[config.mk]
export PLATFORM = sky130hd
export DESIGN_NAME = bcd_stopwatch
export DESIGN_NICKNAME = d
export VERILOG_FILES = /design/src/rtl/bcd_stopwatch.sv
export SDC_FILE = /design/constraint.sdc
export NUM_CORES = 1
export LEC_CHECK = 0
export CAP_MARGIN = 15
export CORE_MARGIN = 2
export CORE_UTILIZATION = 40
export CTS_BUF_LIST = sky130_fd_sc_hd__clkbuf_8 sky130_fd_sc_hd__clkbuf_16
export DETAILED_ROUTE_END_ITERATION = 16
export SLEW_MARGIN = 30
export SYNTH_ARGS = -nofsm -noshare
export SYNTH_HDL_FRONTEND = slang
export SYNTH_SLANG_ARGS = --single-unit
[constraint.sdc]
create_clock -name clk -period 2.71 [get_ports clk]
set_clock_uncertainty 0.15 [all_clocks]
set_input_delay 0.271 -clock clk [delete_from_list [all_inputs] [get_ports clk]]
set_output_delay 0.271 -clock clk [all_outputs]
set_load 0.05 [all_outputs]
[src/rtl/bcd_stopwatch.sv]
// Four-digit BCD stopwatch with run/pause/clear and lap-hold display freeze; key-to-effect is 3 edges.
// Digits and flags are registered; there is no backpressure, and key presses are edge-detected once per falling edge.
module bcd_stopwatch #(
    parameter int CLK_HZ  = 50_000_000,
    parameter int TICK_HZ = 100
) (
    input  logic       clk,
    input  logic       rst_n,
    input  logic       key_ss_n,
    input  logic       key_clr_n,
    input  logic       key_lap_n,
    output logic [3:0] dig0,
    output logic [3:0] dig1,
    output logic [3:0] dig2,
    output logic [3:0] dig3,
    output logic       running,
    output logic       held,
    output logic       wrap
);

    localparam int DIV = CLK_HZ / TICK_HZ;
    localparam int PW  = (DIV > 2) ? $clog2(DIV) : 1;
    localparam logic [PW-1:0] PMAX = PW'(DIV - 1);

    typedef enum logic [1:0] {IDLE, RUN, PAUSE} state_t;

    state_t          state;
    logic [PW-1:0]   presc;
    logic [3:0][3:0] cnt;
    logic [3:0][3:0] disp;
    logic [3:0][3:0] cnt_inc;
    logic [3:0][3:0] shown;
    logic            roll;

    // bit0 = first flop, bit2 = third flop; a press is the 1->0 step between flops 3 and 2
    logic [2:0] ss_q;
    logic [2:0] clr_q;
    logic [2:0] lap_q;
    logic       ss_p;
    logic       clr_p;
    logic       lap_p;

    assign ss_p  = ss_q[2]  & ~ss_q[1];
    assign clr_p = clr_q[2] & ~clr_q[1];
    assign lap_p = lap_q[2] & ~lap_q[1];

    // roll stays high only if every digit was 9, i.e. the count is wrapping to 00.00
    always_comb begin
        cnt_inc = cnt;
        roll    = 1'b1;
        for (int i = 0; i < 4; i++) begin
            if (roll) begin
                if (cnt[i] >= 4'd9) begin
                    cnt_inc[i] = 4'd0;
                end else begin
                    cnt_inc[i] = cnt[i] + 4'd1;
                    roll       = 1'b0;
                end
            end
        end
    end

    always_ff @(posedge clk) begin
        if (!rst_n) begin
            ss_q    <= 3'b111;
            clr_q   <= 3'b111;
            lap_q   <= 3'b111;
            state   <= IDLE;
            presc   <= '0;
            cnt     <= '0;
            disp    <= '0;
            running <= 1'b0;
            held    <= 1'b0;
            wrap    <= 1'b0;
        end else begin
            ss_q  <= {ss_q[1:0], key_ss_n};
            clr_q <= {clr_q[1:0], key_clr_n};
            lap_q <= {lap_q[1:0], key_lap_n};
            wrap  <= 1'b0;
            case (state)
                IDLE: begin
                    cnt   <= '0;
                    presc <= '0;
                    held  <= 1'b0;
                    if (ss_p) begin
                        state   <= RUN;
                        running <= 1'b1;
                    end
                end
                RUN: begin
                    if (presc == PMAX) begin
                        presc <= '0;
                        cnt   <= cnt_inc;
                        wrap  <= roll;
                    end else begin
                        presc <= presc + PW'(1);
                    end
                    // leaving RUN overrides any same-cycle lap toggle
                    if (ss_p) begin
                        state   <= PAUSE;
                        running <= 1'b0;
                        held    <= 1'b0;
                    end else if (lap_p) begin
                        held <= ~held;
                        if (!held) disp <= cnt;
                    end
                end
                PAUSE: begin
                    held <= 1'b0;
                    if (clr_p) begin
                        state <= IDLE;
                        cnt   <= '0;
                        presc <= '0;
                    end else if (ss_p) begin
                        state   <= RUN;
                        running <= 1'b1;
                    end
                end
                default: begin
                    state   <= IDLE;
                    running <= 1'b0;
                    held    <= 1'b0;
                end
            endcase
        end
    end

    assign shown = held ? disp : cnt;
    assign dig0  = shown[0];
    assign dig1  = shown[1];
    assign dig2  = shown[2];
    assign dig3  = shown[3];

endmodule

==> results.txt, run 1 <==
PD cells: 544.9 mW/mm²
final setup violating endpoints: 0
synthesis-to-finish area growth: 17.37%
fmax: 410.5 MHz
first-pass GRT wire length: 10910 µm
RSZ-0062 raised after global routing: no
Synth Cell Area: 0.003104 mm²
Setup crit start kind: flop
CTS tree: done
Worst EP arrival: 2.01 ns
Avg Synthesized Cell Area: 8.819 µm²
sequential fraction of the synthesis area: 0.4192
via/cell ratio: 5.066
Tcrit/Tclk final: 0.8989
Initial Utilization: 0.4081
CP Capture Type: primary output
Slew HR: 0.6295
via count: 2457
antenna cells: 0
GPL Wtd Cong: 0.8532
Avg WL per Cell: 12.89 µm
post-CTS setup buffer count: 0
Leakage Power: 1.345 nW
remaining antenna violation count after routing: 0
core box area: 0.007607 mm²
DRC: 0
placed cell areas: 0.003421 mm²
CP required: 2.29 ns
Ys Warns: 0
First DRT Iteration DRCs: 122
Slew @ Worst Pin: 0.5521 ns
Peak VDD IR: 304.5 µV
first-pass iteration count of the detailed router: 4
vias in the first global route: 2401
Max Slew Vio Count: 0
post-route insts no fill: 485
CTS Root Cell: clkbuf_8
Synth async-reset ratio: 0
drt total wl: 6254 µm
io pins: 24
Seq cells post-synth: 65
Distinct cells, synth: 50
dpl hpwl: 4296 µm
die width: 92.10 µm
post-route design area: 0.003643 mm²
Net Count, Synth: 370
WS Path Type: flop to primary output
status: finished, final reports clean
crit path time final: 2.436 ns
grt ovf: 0
cell count after synthesis: 352
layout cell share with drive strength beyond 1: 0.1201
Clock Latency Late Sink: 0.34 ns
Cell Rows: 32
final core utilization: 0.4789
TritonCTS Buffers: 9
fin nets: 396
Post-synth EDFFs: 0
max-cap violations: 0
DIE AREA: 0.008481 mm²
worst-path fanout max: 29
die height: 92.10 µm
Max H-tree Level: 3
Synth Flop Type: dfxtp_1
largest net degree at the start of global routing: 30
sinks on the clock net: 65
min-delay worst type: flop to flop
Tot GR Track Use: 0.1601
port bufs: 23
clock-pin slew on the worst setup and hold paths: 0.07 ns
initial antenna violation count: 0
Fin. Hold Viols: 0
hold_buf cts: 0
CTS resizes: 0
clock tree buffer depth: 2
TNS Setup: 0 ns
post-placement cell count: 469
final cells by class:
type                       instances  area (µm²)
timing repair buffer              30       255.2
sequential                        65        1301
clock inverter                     5       71.32
multi-input combinational        258        1684
tap                              102       127.6
clock buffer                      11       151.4
fill                             728        3964
inverter                          14       52.55
worst paths after layout:
kind         slack, ns  startpoint        to  depth (start not counted)
max               0.27        held   dig2[2]                          3
min               0.26    clr_q[0]  clr_q[1]                          1
max reg2reg       0.39    presc[0]   cnt[13]                          6
min reg2reg       0.26    clr_q[0]  clr_q[1]                          1
cells in the mapped netlist (2+ instances only):
cell type | n | area share
o21ai_1 | 5 | 0.0081
dfxtp_1 | 65 | 0.42
mux2_2 | 5 | 0.018
nand4b_1 | 2 | 0.0056
inv_1 | 13 | 0.016
nor4_1 | 2 | 0.0040
buf_1 | 3 | 0.0036
nor2_1 | 44 | 0.053
mux2i_1 | 19 | 0.061
xnor2_1 | 4 | 0.011
nand3_1 | 10 | 0.016
nor2b_1 | 6 | 0.012
nand3b_1 | 2 | 0.0048
and3_1 | 8 | 0.016
nor3b_1 | 2 | 0.0048
nor2_2 | 2 | 0.0040
nand2b_1 | 13 | 0.026
nor3_1 | 3 | 0.0048
nand2_1 | 35 | 0.042
xor2_1 | 15 | 0.042
a32oi_1 | 2 | 0.0056
a31oi_1 | 5 | 0.010
o21ai_0 | 15 | 0.024
o21a_1 | 2 | 0.0048
or4_1 | 2 | 0.0048
clkbuf_1 | 5 | 0.0060
ha_1 | 13 | 0.052
nand4_1 | 11 | 0.022
a21oi_1 | 13 | 0.021
buf_2 | 5 | 0.0081
and2_1 | 2 | 0.0040
kinds of logic (layout without fill, tap and decap cells):
family,Yosys count,after routing,share of synthesized area
buffers and inverters,29,60,0.04071
multiplexers,24,24,0.07940
XOR/XNOR,19,19,0.05361
flip-flops,65,65,0.4192
AND/OR/NAND/NOR,149,149,0.2394
AO/OA/AOI/OAI,53,53,0.1153
adder cells (fa/ha/maj),13,13,0.05240
cell usage in the layout, fill, tap and decap left out, types with 3 or more instances in the layout:
cell type / Yosys / routed
nor3_1: 3 / 3
dfxtp_1: 65 / 65
nor2_1: 44 / 44
nand2b_1: 13 / 13
o21ai_0: 15 / 15
mux2_2: 5 / 5
a21oi_1: 13 / 13
clkdlybuf4s50_1: 0 / 12
nand4_1: 11 / 11
buf_4: 1 / 18
xnor2_1: 4 / 4
o21ai_1: 5 / 5
xor2_1: 15 / 15
mux2i_1: 19 / 19
and3_1: 8 / 8
inv_1: 13 / 16
ha_1: 13 / 13
a31oi_1: 5 / 5
clkbuf_8: 0 / 11
nand3_1: 10 / 10
nand2_1: 35 / 35
nor2b_1: 6 / 6
where the power goes:
group / switching, mW / leakage (nW) / internal (mW)
combinational: 0.0631 / 0.696 / 0.0355
clock: 0.356 / 0.123 / 0.559
sequential: 0.00710 / 0.526 / 0.964
total: 0.426 / 1.34 / 1.56
metal layers:
layer	share of wire	track usage	wire length, µm	up-vias
met4	0.017	0.08209	106	0
met3	0.033	0.03122	205	9
met5	0	0	0	-
li1	-	-	-	1257
met2	0.45	0.2549	2830	31
met1	0.50	0.2060	3112	1160
registers in the layout, summed over array words and instances (netlist names):
| signal | flops |
|---|---|
| disp | 16 |
| wrap | 1 |
| lap_q | 3 |
| running | 1 |
| cnt | 16 |
| clr_q | 3 |
| state | 2 |
| held | 1 |
| presc | 19 |
| ss_q | 3 |
per-stage QoR:
step                      hold WS [ns]  power, mW  worst slack (ns)
after floorplan                 0.2225      1.062            0.1148
after global placement          0.2397      1.092            0.4720
after detailed placement        0.2477      1.092            0.4022
after CTS                       0.2643      2.018            0.2380
after global routing            0.2802      2.063            0.1638
final                           0.2563      1.985            0.2740
worst max-delay path: stages, from the launching register on:
cell             delay, ns
dfxtp_1               0.31
buf_4                 0.27
mux2_2                0.38
clkdlybuf4s50_1       0.70
No activity file was read; power rests on OpenSTA's default activity.
==> inputs of run 2 (changes only) <==
clock period = 2.7 ns   (was 2.71 ns; I/O delays follow)
==> run 2 against run 1 <==
Largest power group unchanged. Sequential power increased by 0.4%. Cell area decreased by 0.14%. Cell count decreased by 0.21%.
==> results.txt, run 2 (synthesis gave the netlist of run 1 again) <==
Critical Path Slowest Stage Cell: clkdlybuf4s50_1
post-placement cell count: 469
placed cell areas: 0.003421 mm²
WL met2: 2940 µm
Leakage Power: 1.326 nW
Peak VDD IR: 277.7 µV
io pins: 24
layout cell share with drive strength beyond 1: 0.1257
core box area: 0.007607 mm²
Avg WL per Cell: 13.21 µm
Max H-tree Level: 3
CP Capture Type: primary output
Slew HR: 0.6506
via/cell ratio: 5.089
met1 WL: 3045 µm
crit path time final: 2.462 ns
drt total wl: 6395 µm
most flop-heavy register: presc
cell class contributing the biggest share of worst-path delay: buffers and inverters
First DRT Iteration DRCs: 113
Buffers & Inverters on Critical Path: 2
Worst EP arrival: 2.04 ns
dpl hpwl: 4377 µm
Tot GR Track Use: 0.1607
CTS tree: done
fmax: 406.2 MHz
post-route insts no fill: 484
Slew @ Worst Pin: 0.5206 ns
port bufs: 23
Setup crit start kind: flop
post-route setup slack: 0.2381 ns
CTS Root Cell: clkbuf_8
CP required: 2.28 ns
worst-path fanout max: 29
PD cells: 546.4 mW/mm²
Sequential Area: 0.001301 mm²
fin nets: 396
Cell Rows: 32
die width: 92.10 µm
CP max stage delay: 0.70 ns
via count: 2463
synthesis-to-finish area growth: 17.21%
hold_buf cts: 0
Fin. Hold Viols: 0
number of fill cells: 757
remaining antenna violation count after routing: 0
first-pass GRT wire length: 11070 µm
met3 wire length: 343 µm
overall power: 1.988 mW
Max Slew Vio Count: 0
RSZ-0062 raised after global routing: no
largest net degree at the start of global routing: 30
CTS resizes: 0
final setup violating endpoints: 0
status: finished, final reports clean
WS Path Type: flop to primary output
largest registers: presc (19), cnt (16), disp (16)
grt ovf: 0
final core utilization: 0.4783
die height: 92.10 µm
initial antenna violation count: 0
vias in the first global route: 2398
max reg flops: 19
Initial Utilization: 0.4081
DRC: 0
CP Cell Sequence: buf_4 > mux2_2 > clkdlybuf4s50_1
min-delay worst type: flop to flop
post-CTS setup buffer count: 0
clock-pin slew on the worst setup and hold paths: 0.07 ns
DR top layer: met4
max-cap violations: 0
post-route design area: 0.003638 mm²
sinks on the clock net: 65
Tcrit/Tclk final: 0.9118
worst slack at placement: 0.3701 ns
antenna cells: 0
final hold slack: 0.2583 ns
Multi-input gate area: 0.001684 mm²
clock tree buffer depth: 2
most frequent cells in the layout: 65 x dfxtp_1, 44 x nor2_1, 35 x nand2_1
Clock Latency Late Sink: 0.35 ns
first-pass iteration count of the detailed router: 5
commonest non-fill, non-tap cell in the layout: dfxtp_1
GPL Wtd Cong: 0.8546
DIE AREA: 0.008481 mm²
TNS Setup: 0 ns
TritonCTS Buffers: 9
[run 2: cell count changes in the layout (fill, tap and decap cells not counted), sizes merged]
cell / before / now
clkbuf: 11 / 10
inv: 17 / 14
clkinv: 0 / 1
clkinvlp: 0 / 2
[run 2: worst paths after layout]
kind,slack [ns],end,startpoint,cells after the start
min,0.26,ss_q[1],ss_q[0],1
min reg2reg,0.26,ss_q[1],ss_q[0],1
max reg2reg,0.39,cnt[7],presc[0],7
max,0.24,dig1[2],held,3
[run 2: where the power goes]
group	leakage (nW)	total, mW	internal [mW]	switching, mW
Clock	0.104	0.915	0.538	0.377
Sequential	0.526	0.975	0.968	0.00713
Combinational	0.696	0.0987	0.0356	0.0631
[run 2: layout make-up]
class	instances	share of cell area
Clock buffer	10	0.03783
Inverter	14	0.01444
Tap cell	102	0.03508
Timing Repair Buffer	30	0.07015
Multi-Input combinational cell	258	0.4629
Sequential cell	65	0.3576
Clock inverter	5	0.02201
[run 2: routing by layer]
layer | GRT usage | vias to the layer above
li1 | - | 1261
met1 | 0.2030 | 1150
met2 | 0.2641 | 48
met3 | 0.05505 | 4
met4 | 0.03856 | 0
met5 | 0 | -
==> inputs of run 3 (changes only) <==
CORE_UTILIZATION = 58   (was 40)
PLACE_DENSITY = 0.79   (was not set)
==> run 3 against run 2 <==
Cell count is 7.0% lower. Hold slack better by 0.0016 ns. Register-to-register slack worse by 0.05 ns. Core utilization is 23 points higher. Flip-flop and latch count stayed put. Global-route usage is 6.5 points higher. Sequential power hardly changed. Fmax is 0.89% higher. Via count is 2.8% higher. Die area is 30% lower.
==> results.txt, run 3 (synthesis gave the netlist of run 1 again) <==
Critical Path Slowest Stage Cell: clkdlybuf4s50_1
largest registers: presc (19), cnt (16), disp (16)
RSZ-0062 raised after global routing: no
CP max stage delay: 0.71 ns
remaining antenna violation count after routing: 0
Fin. Hold Viols: 0
commonest non-fill, non-tap cell in the layout: dfxtp_1
dpl hpwl: 4336 µm
Leakage Power: 1.305 nW
final setup violating endpoints: 0
Clock Latency Late Sink: 0.33 ns
number of fill cells: 421
clock tree buffer depth: 2
first-pass iteration count of the detailed router: 5
fin nets: 395
cell class contributing the biggest share of worst-path delay: buffers and inverters
final hold slack: 0.2599 ns
drt total wl: 6203 µm
Initial Utilization: 0.6039
CP Capture Type: primary output
Worst EP arrival: 2.02 ns
DIE AREA: 0.005954 mm²
port bufs: 23
WS Path Type: flop to primary output
die width: 77.16 µm
clock-pin slew on the worst setup and hold paths: 0.06 ns
die height: 77.16 µm
Slew HR: 0.6597
CTS tree: done
fmax: 409.8 MHz
Peak VDD IR: 389.5 µV
hold_buf cts: 0
TNS Setup: 0 ns
max-cap violations: 0
CTS Root Cell: clkbuf_8
io pins: 24
sinks on the clock net: 65
largest net degree at the start of global routing: 30
Max H-tree Level: 3
First DRT Iteration DRCs: 142
max reg flops: 19
most frequent cells in the layout: 65 x dfxtp_1, 44 x nor2_1, 35 x nand2_1
PD cells: 546.7 mW/mm²
worst-path fanout max: 29
Buffers & Inverters on Critical Path: 2
Tcrit/Tclk final: 0.9038
Cell Rows: 26
GPL Wtd Cong: 0.8543
synthesis-to-finish area growth: 16.53%
vias in the first global route: 2451
initial antenna violation count: 0
TritonCTS Buffers: 9
Max Slew Vio Count: 0
status: finished, final reports clean
Slew @ Worst Pin: 0.5088 ns
CTS resizes: 0
crit path time final: 2.440 ns
min-delay worst type: flop to flop
core box area: 0.005140 mm²
Avg WL per Cell: 13.78 µm
CP required: 2.28 ns
CP Cell Sequence: buf_4 > mux2_2 > clkdlybuf4s50_1
post-CTS setup buffer count: 0
antenna cells: 0
via/cell ratio: 5.627
first-pass GRT wire length: 10880 µm
via count: 2532
most flop-heavy register: presc
grt ovf: 0
Setup crit start kind: flop
DRC: 0
Tot GR Track Use: 0.2253
layout cell share with drive strength beyond 1: 0.09211
==> run 3: cell types whose count changed in the layout (fill, tap and decap cells not counted), sizes merged <==
cell           before  now
clkbuf             10   11
clkinvlp            2    0
clkdlybuf4s50      12   23
buf                18    6
==> run 3: cell type report <==
cell class,instances,area [µm²],share of cell area
multi-input cells,258,1684,0.4656
well taps,70,87.58,0.02421
inverters,14,52.55,0.01453
clock inverters,3,65.06,0.01799
clock buffers,11,151.4,0.04185
flip-flops and latches,65,1301,0.3597
repair buffers,29,275.3,0.07610
==> run 3: routing by layer <==
| metal | global-route usage | vias to the layer above | part of all wire |
|---|---|---|---|
| met5 | 0 | - | 0 |
| met1 | 0.3090 | 1184 | 0.49 |
| met2 | 0.3443 | 75 | 0.44 |
| met3 | 0.03529 | 12 | 0.049 |
| met4 | 0.1125 | 0 | 0.019 |
| li1 | - | 1261 | - |
==> run 3: stage by stage <==
step                      area (µm²)  setup slack [ns]  std cells  total power [mW]  utilization
after floorplan                 3104            0.1048        352             1.066            -
after global routing            3617            0.1076        450             2.035       0.7037
final                           3617            0.2598        450             1.978       0.7037
after global placement          3401            0.5042        436             1.093       0.6616
after CTS                       3617            0.2376        450             1.993       0.7037
after detailed placement        3401            0.3531        436             1.094       0.6616
==> run 3: path summary, 6_finish.rpt <==
path             from        to  slack, ns  depth (start not counted)
min          clr_q[0]  clr_q[1]       0.26                          1
min reg2reg  clr_q[0]  clr_q[1]       0.26                          1
max              held   dig3[2]       0.26                          3
max reg2reg  presc[0]   cnt[13]       0.34                          6
==> run 3: worst register-to-register path: stages, from the launching register on <==
cell	delay, ns
dfxtp_1	0.36
ha_1	0.24
nand4_1	0.17
nand3b_1	0.31
o41a_1	0.59
nor2_2	0.26
mux2i_1	0.22
==> run 3: power by group <==
part           total (mW)  switching [mW]  internal, mW
sequential          0.975         0.00726         0.968
clock               0.904           0.346         0.559
combinational      0.0981          0.0626        0.0355
